File: src/rtl/osiris_i_pkg.sv
// Shared fetch-path definitions: FSM states, bus widths and reset-time defaults.
package osiris_i_pkg;

  localparam int unsigned XLEN  = 32;
  localparam int unsigned CNT_W = 8;

  localparam int unsigned        TIMEOUT_CYC_DEF = 255;
  localparam logic [XLEN-1:0]    NOP_INSTR_DEF   = 32'h0000_0013;

  typedef enum logic [1:0] {
    ST_IDLE = 2'd0,
    ST_WAIT = 2'd1,
    ST_DROP = 2'd2
  } fetch_state_e;

endpackage

File: src/rtl/instr_hold_buf.sv
// One-entry instruction buffer between memory response and decode.
module instr_hold_buf
  import osiris_i_pkg::*;
#(
  parameter logic [XLEN-1:0] NOP_INSTR = NOP_INSTR_DEF
) (
  input  logic            clk,
  input  logic            rst,
  input  logic            load,
  input  logic            clear,
  input  logic            ready,
  input  logic [XLEN-1:0] data_in,
  output logic [XLEN-1:0] data_out,
  output logic            valid
);

  // Clear beats load so a redirect never lets a stale word through.
  always_ff @(posedge clk) begin
    if (rst || clear) begin
      valid    <= 1'b0;
      data_out <= NOP_INSTR;
    end else if (load) begin
      valid    <= 1'b1;
      data_out <= data_in;
    end else if (valid && ready) begin
      valid    <= 1'b0;
      data_out <= NOP_INSTR;
    end
  end

endmodule

File: src/rtl/imem_fetch_responder.sv
// Instruction fetch responder: issues word reads to memory, buffers one
// instruction for decode, and handles redirects, misalignment and timeouts.
module imem_fetch_responder
  import osiris_i_pkg::*;
#(
  parameter int unsigned     TIMEOUT_CYC = TIMEOUT_CYC_DEF,
  parameter logic [XLEN-1:0] NOP_INSTR   = NOP_INSTR_DEF
) (
  input  logic            clk,
  input  logic            i_rst_IF,
  input  logic [XLEN-1:0] i_pc_IF,
  input  logic            i_req_IF,
  input  logic            i_flush_IF,
  input  logic            i_ready_ID,
  output logic [XLEN-1:0] o_instr_ID,
  output logic            o_valid_ID,
  output logic            o_stall_IF,
  output logic            o_err_IF,
  output logic            o_mem_req,
  output logic [XLEN-1:0] o_mem_addr,
  input  logic            i_mem_ack,
  input  logic [XLEN-1:0] i_mem_rdata
);

  fetch_state_e     state;
  logic [CNT_W-1:0] wait_cnt;
  logic             accept_c;
  logic             load_c;
  logic             timeout_c;

  assign o_stall_IF = (state != ST_IDLE) || (o_valid_ID && !i_ready_ID);
  assign accept_c   = i_req_IF && !o_stall_IF && !i_flush_IF;
  assign load_c     = (state == ST_WAIT) && i_mem_ack && !i_flush_IF;
  assign timeout_c  = (wait_cnt == CNT_W'(TIMEOUT_CYC - 1));

  // Request/ack state machine; ack always wins over timeout on the same cycle.
  always_ff @(posedge clk) begin
    if (i_rst_IF) begin
      state      <= ST_IDLE;
      o_mem_req  <= 1'b0;
      o_mem_addr <= '0;
      o_err_IF   <= 1'b0;
      wait_cnt   <= '0;
    end else begin
      o_err_IF <= 1'b0;
      unique case (state)
        ST_IDLE: begin
          if (accept_c) begin
            if (i_pc_IF[1:0] != 2'b00) begin
              o_err_IF <= 1'b1;
            end else begin
              o_mem_addr <= i_pc_IF;
              o_mem_req  <= 1'b1;
              wait_cnt   <= '0;
              state      <= ST_WAIT;
            end
          end
        end
        ST_WAIT: begin
          if (i_mem_ack) begin
            o_mem_req <= 1'b0;
            state     <= ST_IDLE;
          end else if (i_flush_IF) begin
            wait_cnt <= '0;
            state    <= ST_DROP;
          end else if (timeout_c) begin
            o_err_IF  <= 1'b1;
            o_mem_req <= 1'b0;
            wait_cnt  <= CNT_W'(TIMEOUT_CYC);
            state     <= ST_IDLE;
          end else begin
            wait_cnt <= wait_cnt + CNT_W'(1);
          end
        end
        ST_DROP: begin
          // Killed request stays on the bus until memory answers, then the data is thrown away.
          if (i_mem_ack) begin
            o_mem_req <= 1'b0;
            state     <= ST_IDLE;
          end else if (timeout_c) begin
            o_err_IF  <= 1'b1;
            o_mem_req <= 1'b0;
            wait_cnt  <= CNT_W'(TIMEOUT_CYC);
            state     <= ST_IDLE;
          end else begin
            wait_cnt <= wait_cnt + CNT_W'(1);
          end
        end
        default: begin
          o_mem_req <= 1'b0;
          state     <= ST_IDLE;
        end
      endcase
    end
  end

  instr_hold_buf #(
    .NOP_INSTR(NOP_INSTR)
  ) u_hold_buf (
    .clk     (clk),
    .rst     (i_rst_IF),
    .load    (load_c),
    .clear   (i_flush_IF),
    .ready   (i_ready_ID),
    .data_in (i_mem_rdata),
    .data_out(o_instr_ID),
    .valid   (o_valid_ID)
  );

endmodule

File: config.mk
export PLATFORM = sky130hd
export DESIGN_NAME = imem_fetch_responder
export DESIGN_NICKNAME = d
export VERILOG_FILES = /design/src/rtl/osiris_i_pkg.sv /design/src/rtl/instr_hold_buf.sv /design/src/rtl/imem_fetch_responder.sv
export SDC_FILE = /design/constraint.sdc
export NUM_CORES = 1
export LEC_CHECK = 0
export BUFFER_PORTS_ARGS = -buffer_cell sky130_fd_sc_hd__clkbuf_2
export CORE_UTILIZATION = 40
export CTS_BUF_LIST = sky130_fd_sc_hd__clkbuf_4
export DETAILED_ROUTE_END_ITERATION = 7
export PLACE_DENSITY = 0.77
export RECOVER_POWER = 25
export SLEW_MARGIN = 20
export SYNTH_ARGS = -nofsm -noshare
export SYNTH_HDL_FRONTEND = slang
export SYNTH_SLANG_ARGS = --single-unit
File: constraint.sdc
create_clock -name clk -period 2.3 [get_ports clk]
set_clock_uncertainty 0.1 [all_clocks]
set_input_delay 0.115 -clock clk [delete_from_list [all_inputs] [get_ports clk]]
set_output_delay 0.115 -clock clk [all_outputs]
set_load 0.01 [all_outputs]
# Word level (Yosys, flattened, before mapping)
# Cells that the tools add are included.
# op_classes
n_eq_ne,8
n_mux,32
bitwise,1
reduce_logical,20
addsub,1
# op_table
operator,n
two-way mux 32 bit,2
two-way mux 8 bit,6
case mux 8 bit (3 select lines),1
two-way mux 1 bit,14
two-way mux 2 bit,6
"adder 8 x 1 -> 8 bit, second input constant",1
"equality test 8 bit, second input constant",1
"!= test 2 bit, second input constant",4
logical AND 1 bit,6
case mux 1 bit (3 select lines),2
case mux 2 bit (3 select lines),1
AND reduction 3 bit,2
nonzero test 2 bit,3
AND reduction 5 bit,1
zero test 1 bit,3
"!= test 3 bit, second input constant",1
nonzero test 3 bit,1
"equality test 2 x 1 -> 1 bit, second input constant",1
"equality test 2 bit, second input constant",1
zero test 2 bit,1
logical OR 1 bit,2
AND reduction 2 bit,1
NOT 1 bit,1
# word_totals
word_cells,69
out_inout_bits,68
in_bits,70
ff_bits,77

# Longest topological paths before layout
# logic_depth
ltp_word,8
depth_mapped,9
depth_no_buf,7

# By module
# From an unflattened synthesis, not the netlist that was laid out.
# hier_totals
cells_unflattened,319
hier_area_um2,3080.5
# by_module_without_submodules
mod,area_per_inst_um2,cells_each,instances,seq_area_each_um2
imem_fetch_responder,2018.2,241,1,880.8
instr_hold_buf,1062.3,78,1,660.6

# Least setup slack after synthesis
# No wires, ideal clock.
# synth_path
kind,reg2reg
start,register state[1]
end,register u_hold_buf.data_out[10]
t_required_ns,2.135
t_arrival_ns,1.670
setup_time_ns,0.065
n_path_buf,2
period_less_slack_ns,1.835
slack_ns,0.465
path_stages_with_launch,9
cell_sequence,dfxtp_1 -> inv_1 -> ha_1 -> nor2b_1 -> and2_1 -> clkbuf_1 -> buf_2 -> a22oi_1 -> nor2_1
# synth_between
elab_chain_cells,4
word_cells_on_any_way,5
classes_between,1 x eq/ne; 1 x mux; 3 x reduce/logical
# synth_rtl
element,line_no,rtl
"start, declared",imem_fetch_responder.sv:25,fetch_state_e state;
"start signal, assigned",imem_fetch_responder.sv:39,state <= ST_IDLE;
"start signal, assigned",imem_fetch_responder.sv:55,state <= ST_WAIT;
"start signal, assigned",imem_fetch_responder.sv:62,state <= ST_IDLE;
equality test 2 x 1 -> 1 bit (*),imem_fetch_responder.sv:33,assign load_c = (state == ST_WAIT) && i_mem_ack && !i_flush_IF;
logical AND 1 bit (*) (2 in series),imem_fetch_responder.sv:33,
two-way mux 32 bit or nonzero test 2 bit (tied branches),n/a,
"end signal, assigned",instr_hold_buf.sv:24,data_out <= data_in;
"end, declared",instr_hold_buf.sv:13,"output logic [XLEN-1:0] data_out,"
# Every way passes the cells marked *; elsewhere a longest branch is shown, timed or not.
# A chain may end at the register's enable or synchronous reset.

# Final worst setup path
# layout_path
start,register state[1]
end,register u_hold_buf.data_out[0]
# The elaborated chain is that of the path after synthesis.

==> results.txt <==
----------------------------------------------------
[Status]
  Result of the run ... completed

[Final layout]
  Storage cell area ... 0.00155 mm2
  Total of fill cells in the finished design ... 610
  ANT cells ... 0
  Share of final-layout standard cells stronger than drive strength 1 ... 24.9%
  Number of nets in the finished design ... 626
  Core occupancy in the finished layout ... 63.6%
  Footprint of the multi-input gates ... 0.00135 mm2
  Area grow syn2layout ... 54.4%
  Post-route cell area ... 0.00461 mm2
  Fin cells ... 654

[Timing]
  Unrepaired setup endpoints after global routing ... no
  Max Transition Viols Final ... 0
  Worst Slack Setup Final ... 0.121 ns
  Slew headroom ... 50.8%
  Min cycle time layout ... 2.18 ns
  Pin slew with the least headroom to its limit ... 0.737 ns
  Endpoints failing hold ... 0
  Period utilisation layout ... 94.7%
  Highest clock frequency the design can meet ... 0.459 GHz
  Setup Viol. Count Final ... 0
  Setup TNS ... 0 ns

[Drt]
  Remaining DRCs ... 0
  ANT nets after route ... 0
  Via total after detailed routing ... 3286
  Total Wirelength ... 9.12 mm
  Drt wl/cell ... 13.9 um
  Mean number of vias per cell ... 5.02
  Detailed-routing iteration count for the pre-antenna-repair pass ... 6
  Violation count after the first detailed-route iteration ... 117

[Placement]
  Post-Place Worst Slack ... -0.0918 ns
  Area of placed instances ... 0.00376 mm2
  Final HPWL DP ... 5.44 mm
  Final weighted congestion in routability-driven placement ... 0.839
  I/O Buffers ... 137
  Placed instance count ... 568

[Floorplanning]
  Number of placement rows ... 31
  Chip Width ... 88.4 um
  I/O pin cnt ... 138
  Die outline height ... 88.4 um
  Die ar. ... 0.00782 mm2
  Standard cell core area ... 0.00725 mm2
  Initial Util ... 41.2%

[Critical path]
  Required time of the critical path ... 2.52 ns
  Critical Path Slowest Stage Cell ... dlygate4sd3_1
  Reg-to-reg endpoint ... u_hold_buf.data_out[0]$_SDFFE_PP1P_
  Startpoint class of the critical path ... register
  Capturing element type of the critical path ... register
  Worst EP arrival ... 2.40 ns
  Number of cells on the worst reg-to-reg path ... 9
  Cells along the critical path ... inv_1 -> ha_1 -> nor2b_1 -> buf_4 -> nand2_2 -> nand2_1 -> o22ai_1 -> nand2_1 -> dlygate4sd3_1
  Most prevalent standard cell on the critical path ... nand2_1
  Crit path launch ... state[1]$_SDFFE_PP0P_
  Worst r2r src ... state[1]$_SDFFE_PP0P_
  Worst reg2reg setup slack ... 0.12 ns
  Biggest fanout along the worst timing path ... 5
  Startpoint-to-endpoint class of the critical path ... reg -> reg
  Delay contributed by the slowest stage of the critical path ... 0.56 ns

[Min path]
  Worst hold path endpoint ... u_hold_buf.valid$_SDFFE_PP0P_
  Startpoint of the lowest-slack hold path ... i_ready_ID
  Path type of the worst min-delay path ... in -> reg
  Worst hold path depth ... 3

[Pwr]
  LEAKAGE ... 1.82 nW
  Max VDD drop ... 0.330 mV
  Total power per unit cell area ... 549 mW/mm2

[Yosys]
  Most instantiated cells after synthesis ... dfxtp_1 (77), nand2_1 (72), nor2_1 (43)
  Gate Count Post-Synth ... 346
  Async SR Flop Fraction ... 0%
  Post-synth design cell area ... 0.00299 mm2
  Distinct cells, synth ... 42
  Top cell type by total area after synthesis ... dfxtp_1
  Proportion of netlist area held by the largest area contributor ... 51.6%
  Yosys reg bits ... 77
  Count of flip-flops with a built-in enable after synthesis ... 0
  Cells taking the most area after synthesis ... dfxtp_1 (52%), nand2_1 (9.0%), a22oi_1 (7.3%), a21oi_1 (6.0%), nor2_1 (5.4%)
  Mean Syn Cell Area ... 8.63 um2
  Post-Synthesis Net Count ... 422
  Number of warnings issued by yosys ... 0
  Most frequent cell after synthesis ... dfxtp_1
  Register area share after synthesis ... 51.6%
  Most used flip-flop cell after synthesis ... dfxtp_1

[Global route]
  Vias in the first global route ... 3105
  Largest net degree at the start of global routing ... 33
  First-pass GRT wire length ... 13.9 mm
  Residual overflow from global routing ... 0
  Tot GR Track Use ... 22.8%
  Number of antenna violations at the first check in global routing ... 0

[CTS]
  Clock sink total ... 77
  Clock-pin slew reported for the worst setup and hold paths after clock tree synthesis ... 0.14 ns
  Buffers inserted by post-CTS timing repair ... 0
  Latest clock arrival within the worst-skew pair ... 0.42 ns
  Cell at the root of the clock tree ... clkbuf_4
  TritonCTS clock tree ... yes
  Max clock buf depth ... 2
  Total CTS buffers ... 9
  Level count of the clock H-tree ... 3

[Flow run]
  MaxCap Viol Count ... 0

----------------------------------------------------
==> per-stage QoR <==
| step | total power [mW] | hold slack, ns |
|---|---|---|
| 5_1_grt | 2.64 | 0.0274 |
| 3_5_place_dp | 1.56 | 0.243 |
| 3_3_place_gp | 1.56 | 0.237 |
| 6_report | 2.53 | 0.0416 |
| 4_1_cts | 2.55 | 0.00640 |
| 2_1_floorplan | 1.47 | 0.130 |
==> metal layers <==
metal / routed length, um / part of all wire, % / track usage, %
met4: 203 / 2.2 / 8.06
met3: 546 / 6.0 / 6.16
met2: 4610 / 51 / 41.3
met5: 0 / 0 / 0
met1: 3760 / 41 / 25.6
==> cell families (layout without fill, tap and decap cells) <==
| family | count (synthesis) | in the layout | share of synthesized area, % |
|---|---|---|---|
| mux | 2 | 2 | 0.670 |
| flops | 77 | 77 | 51.6 |
| simple gates | 138 | 138 | 19.9 |
| buf+inv | 28 | 237 | 3.94 |
| compound gates | 95 | 95 | 21.4 |
| fa+ha+maj | 6 | 6 | 2.51 |
==> power breakdown <==
part	internal [mW]	switching, mW	leakage, nW
logic	0.152	0.118	1.12
registers	1.35	0.00831	0.622
clock network	0.359	0.545	0.0825
==> what timing repair did <==
| action | 4_1_cts | 5_1_grt |
|---|---|---|
| hold buffers | 70 | 0 |
| endpoints found under the setup margin | 29 | 9 |
| cloned | 0 | 0 |
| hold endpoints to repair | 66 | 0 |
| gates resized for setup | 1 | 7 |
==> critical path: cells and delay by family (launching register included) <==
kind,cells,cell delay (ns)
buf+inv,3,0.79
flops,1,0.39
compound gates,1,0.14
simple gates,4,0.42
fa+ha+maj,1,0.23
==> how the worst max path moves through the flow <==
stage	end	slack, ns	cells past startpoint
after floorplan	u_hold_buf.data_out[10]$_SDFFE_PP0P_	0.47	8
after global placement	u_hold_buf.data_out[3]$_SDFFE_PP0P_	0.03	7
after detailed placement	u_hold_buf.data_out[10]$_SDFFE_PP0P_	-0.09	7
after CTS	o_mem_addr[18]$_SDFFE_PP0P_	0.02	7
after global routing	u_hold_buf.data_out[0]$_SDFFE_PP1P_	0.01	9
final	u_hold_buf.data_out[0]$_SDFFE_PP1P_	0.12	9
==> placed cells by master, fill, tap and decap left out, drive strengths merged, types with 2 or more instances in the layout <==
cell / instances
nor3: 5
nor4b: 2
o21a: 2
inv: 10
buf: 8
nor2: 43
clkbuf: 146
a41oi: 2
a22oi: 29
a41o: 2
nand3: 3
a211oi: 4
a31oi: 3
mux2i: 2
dlygate4sd3: 70
dfxtp: 77
nor3b: 2
or2: 2
nand4: 3
nand2: 72
ha: 6
and3: 2
o21ai: 7
o22ai: 3
a21oi: 36
==> state kept, by name, indices dropped and copies added (netlist names) <==
register / flops
state: 2
u_hold_buf.valid: 1
o_err_IF: 1
u_hold_buf.data_out: 32
wait_cnt: 8
o_mem_addr: 32
o_mem_req: 1
==> final cells by class <==
class,count,share of cell area (%)
sequential,77,33.5
multi-input combinational,241,29.4
clock inverter,7,1.93
clock buffer,9,1.47
inverter,6,0.488
timing repair buffer,215,30.6
tap,99,2.69
No activity file was read; power rests on OpenSTA's default activity.
